File: config.mk
export PLATFORM = sky130hd
export DESIGN_NAME = mux_arb_ctrl
export DESIGN_NICKNAME = d
export VERILOG_FILES = /design/src/rtl/mux_arb_ctrl.sv
export SDC_FILE = /design/constraint.sdc
export NUM_CORES = 1
export LEC_CHECK = 0
export BUFFER_PORTS_ARGS = -buffer_cell sky130_fd_sc_hd__buf_2
export CAP_MARGIN = 20
export CORE_MARGIN = 1.5
export CORE_UTILIZATION = 40
export CTS_BUF_LIST = sky130_fd_sc_hd__clkbuf_16
export DETAILED_ROUTE_END_ITERATION = 8
export HOLD_SLACK_MARGIN = 0.03
export SKIP_LAST_GASP = 1
export SYNTH_ARGS = -nofsm -noshare
export SYNTH_HDL_FRONTEND = slang
export SYNTH_SLANG_ARGS = --single-unit
File: constraint.sdc
create_clock -name clk -period 4.05 [get_ports clk]
set_input_delay 0.405 -clock clk [delete_from_list [all_inputs] [get_ports clk]]
set_output_delay 0.405 -clock clk [all_outputs]
set_load 0.1 [all_outputs]
File: src/rtl/mux_arb_ctrl.sv
// Round-robin arbiter sharing a 4:1 nibble channel; each grant lasts HOLD_CYCLES cycles, q lags d by one cycle.
// Latency: request to gnt/sel in 1 edge; min 2-cycle gap (RELEASE + IDLE); early drop of req[sel] ends the grant at once.
// Optional MUX_ARB_COM_PRIO_EN: channel 0 wins strictly in IDLE, channels 1..3 rotate among themselves.
module mux_arb_ctrl #(
    parameter int HOLD_CYCLES = 4,
    parameter int CNT_W       = 8
) (
    input  logic       clk,
    input  logic       rst,
    input  logic [3:0] req,
    input  logic [3:0] d1,
    input  logic [3:0] d2,
    input  logic [3:0] d3,
    input  logic [3:0] d4,
    output logic [1:0] sel,
    output logic [3:0] gnt,
    output logic [3:0] done,
    output logic [4:0] q,
    output logic       valid
);
    typedef enum logic [1:0] {IDLE, GRANT, RELEASE} state_t;

    state_t           state, state_nxt;
    logic [CNT_W-1:0] cnt, cnt_nxt;
    logic [1:0]       last, last_nxt;
    logic [1:0]       sel_nxt;
    logic [3:0]       gnt_nxt, done_nxt;
    logic [4:0]       q_nxt;
    logic             valid_nxt;
    logic [3:0]       dsel;
    logic [1:0]       cand, pick_idx;
    logic             pick_vld;

    always_comb begin
        case (sel)
            2'd0:    dsel = d1;
            2'd1:    dsel = d2;
            2'd2:    dsel = d3;
            default: dsel = d4;
        endcase
    end

    // First requester after 'last' wins; ascending scan keeps the earliest hit.
    always_comb begin
        cand     = last;
        pick_vld = 1'b0;
        pick_idx = 2'd0;
`ifdef MUX_ARB_COM_PRIO_EN
        if (req[0]) begin
            pick_vld = 1'b1;
            pick_idx = 2'd0;
        end
        for (int i = 0; i < 3; i++) begin
            cand = (cand == 2'd3) ? 2'd1 : cand + 2'd1;
            if (!pick_vld && req[cand]) begin
                pick_vld = 1'b1;
                pick_idx = cand;
            end
        end
`else
        for (int i = 0; i < 4; i++) begin
            cand = cand + 2'd1;
            if (!pick_vld && req[cand]) begin
                pick_vld = 1'b1;
                pick_idx = cand;
            end
        end
`endif
    end

    always_comb begin
        state_nxt = state;
        cnt_nxt   = cnt;
        last_nxt  = last;
        sel_nxt   = sel;
        gnt_nxt   = gnt;
        done_nxt  = 4'b0000;
        q_nxt     = q;
        valid_nxt = valid;
        case (state)
            IDLE: begin
                if (pick_vld) begin
                    sel_nxt   = pick_idx;
                    gnt_nxt   = 4'b0001 << pick_idx;
                    cnt_nxt   = '0;
                    state_nxt = GRANT;
                end
            end
            GRANT: begin
                q_nxt     = {sel != 2'd0, dsel};
                valid_nxt = 1'b1;
                cnt_nxt   = cnt + 1'b1;
                // Early drop outranks dwell completion and suppresses done.
                if (!req[sel] || cnt == CNT_W'(HOLD_CYCLES - 1)) begin
                    state_nxt = RELEASE;
                    gnt_nxt   = 4'b0000;
                    valid_nxt = 1'b0;
`ifdef MUX_ARB_COM_PRIO_EN
                    if (sel != 2'd0) last_nxt = sel;
`else
                    last_nxt = sel;
`endif
                    if (req[sel]) done_nxt[sel] = 1'b1;
                end
            end
            default: begin
                state_nxt = IDLE;
            end
        endcase
    end

    always_ff @(posedge clk) begin
        if (rst) begin
            state <= IDLE;
            cnt   <= '0;
            last  <= 2'd3;
            sel   <= 2'd0;
            gnt   <= 4'b0000;
            done  <= 4'b0000;
            q     <= 5'b00000;
            valid <= 1'b0;
        end else begin
            state <= state_nxt;
            cnt   <= cnt_nxt;
            last  <= last_nxt;
            sel   <= sel_nxt;
            gnt   <= gnt_nxt;
            done  <= done_nxt;
            q     <= q_nxt;
            valid <= valid_nxt;
        end
    end
endmodule

==> out/metrics.yaml <==
status: "finished clean"
ys_seq_elements: 28
syn_inst: 150
synth_edf_count: 0
grt_pass1_wl_um: 5020
clock_latency_ps: 260
setup-violations-final: 0
wl_um: 3240
htree_levels: 1
place.port_buffers: 37
cts_tree: "done"
die_h_um: 61.2
postRouteAntennaNets: 0
dp_slack_ps: 2120
antenna_cells: 0
design.die.area_sq_um: 3740
grt_max_degree: 24
clk_pin_slew_ps: 70
vdd_ir_drop_max_mv: 0.243
hold_viol: 0
core_area_sq_um: 3130
first_pass_iters: 4
min_period_over_period_pct: 46.4
finalWorstSetupSlack_ps: 2170
tns_ps: 0
grt_pass1_vias: 1111
end_kind: "flip-flop"
drive_gt1_share_pct: 26.5
cts_hold_buffers: 0
area_growth_pct: 21.9
tightest_slew_ps: 629
p_total_uw: 898
period_needed_ps: 1880
finalClockSkew_ps: 1.38
drt_iter0_drc: 44
viasPerCell: 5.43
report.final.slew_viol_count: 0
gp_congestion: 0.818
crit_type: "flip-flop to flip-flop"
cts_setup_buffers: 0
fillers: 307
crit_arrival_ps: 2030
fin_nets: 209
required_ps: 4200
tritoncts.num_buffers: 3
syn_area_sq_um: 1350
drcViolationCount: 0
yosys_warnings: 0
track_usage_pct: 18.2
yosysSeqAreaShare_pct: 41.4
die_w_um: 61.2
holdCritPathClass: "flip-flop to flip-flop"
clk_path_buf_depth: 2
rsz0062_at_grt: "no"
clk_root_buffer_cell: "clkbuf_16"
cts-resized-gates: 0
dp_hpwl_um: 2380
wire_per_inst_um: 14.1
synth.distinct_cells: 37
io_pins: 38
num_vias: 1244
antenna_found_initial: 0
crit_path_start_kind: "flip-flop"
grt-ovfl-total: 0
synth_nets: 173
drv_cap: 0
rows: 20
synth-main-ff-cell: "dfxtp_1"
async_flop_share_pct: 0
clock-sinks: 28
slew_headroom_pct: 58.1
critPathMaxFanout: 12
p_per_area_nw_per_um2: 545
clock.fmax_ghz: 0.532
syn_area_per_cell_sq_um: 9.02
power_leakage_uw: 0.000690
start_util_pct: 43.2
==> final timing paths <==
| path | slack (ps) | to | cells past startpoint | from |
|---|---|---|---|---|
| max | 2170 | gnt[0] | 4 | sel[1] |
| min | 450 | q[0] | 2 | q[0] |
| max reg2reg | 2170 | gnt[0] | 4 | sel[1] |
| min reg2reg | 450 | q[0] | 2 | q[0] |
==> per-layer routing <==
metal / wire length, um / global-route usage [%] / vias up
met1: 1460 / 23.9 / 593
met4: 34 / 6.21 / 0
met2: 1630 / 29.5 / 19
met5: 0 / 0 / -
met3: 103 / 4.41 / 4
li1: - / - / 628
==> kinds of logic after synthesis <==
group           synth area share, %
buf+inv                        3.05
simple gates                   24.4
mux                            9.07
fa+ha+maj                     0.925
flops                          41.4
compound gates                 21.1
==> power by group <==
part	switching (uW)	leakage, uW	internal, uW
sequential	33.2	0.000228	306
clock	90.1	0.0000385	132
combinational	245	0.000423	91.1
==> critical path: stages (launching register included) <==
cell,delay (ps)
dfxtp_1,620
mux4_2,600
a21boi_4,180
nand2b_4,180
a32o_1,210
==> sequential cells by signal (all words and copies together), names as in the netlist <==
signal and count:
q 5, cnt 8, done 4, valid 1, gnt 4, sel 2
last 2, state 2
==> final cells by class <==
class	instances	area (sq um)	area share, %
sequential	28	561	34.0
inverter	3	11.3	0.683
clock inverter	1	3.75	0.228
timing repair buffer	38	193	11.7
tap	44	55.1	3.34
multi-input combinational	112	751	45.5
clock buffer	3	75.1	4.55
==> synthesized netlist by cell type, drive strengths merged, types with 4 or more instances <==
cell	count	area share [%]
dfxtp	28	41
nor2	14	3.9
nand2	18	5.0
o21ai	8	3.0
nor3	8	3.0
mux4	5	8.3
nand3	5	1.8
a21oi	13	4.8
clkbuf	4	1.1
==> layout by cell type (no fill, tap or decap), types with 3 or more instances in the layout <==
cell type  synthesis  routed
nor3_1             8       8
a21oi_1           13      13
o21ai_0            8       8
dfxtp_1           28      28
inv_1              3       3
nor2_1            14      14
and3_1             3       3
nand2_1           18      18
mux4_2             5       5
nand3_1            5       5
buf_2              3      37
o211ai_1           3       3
clkbuf_16          0       3
==> metrics by stage <==
stage          area, sq um  cells  hold WS (ps)  utilization, %
3_3_place_gp          1560    224           439            50.0
4_1_cts               1640    228           456            52.5
6_report              1650    229           453            52.7
5_1_grt               1650    229           473            52.7
3_5_place_dp          1560    224           446            50.0
2_1_floorplan         1350    150           458               -
Note: power is estimated with default switching activity, not from simulation.
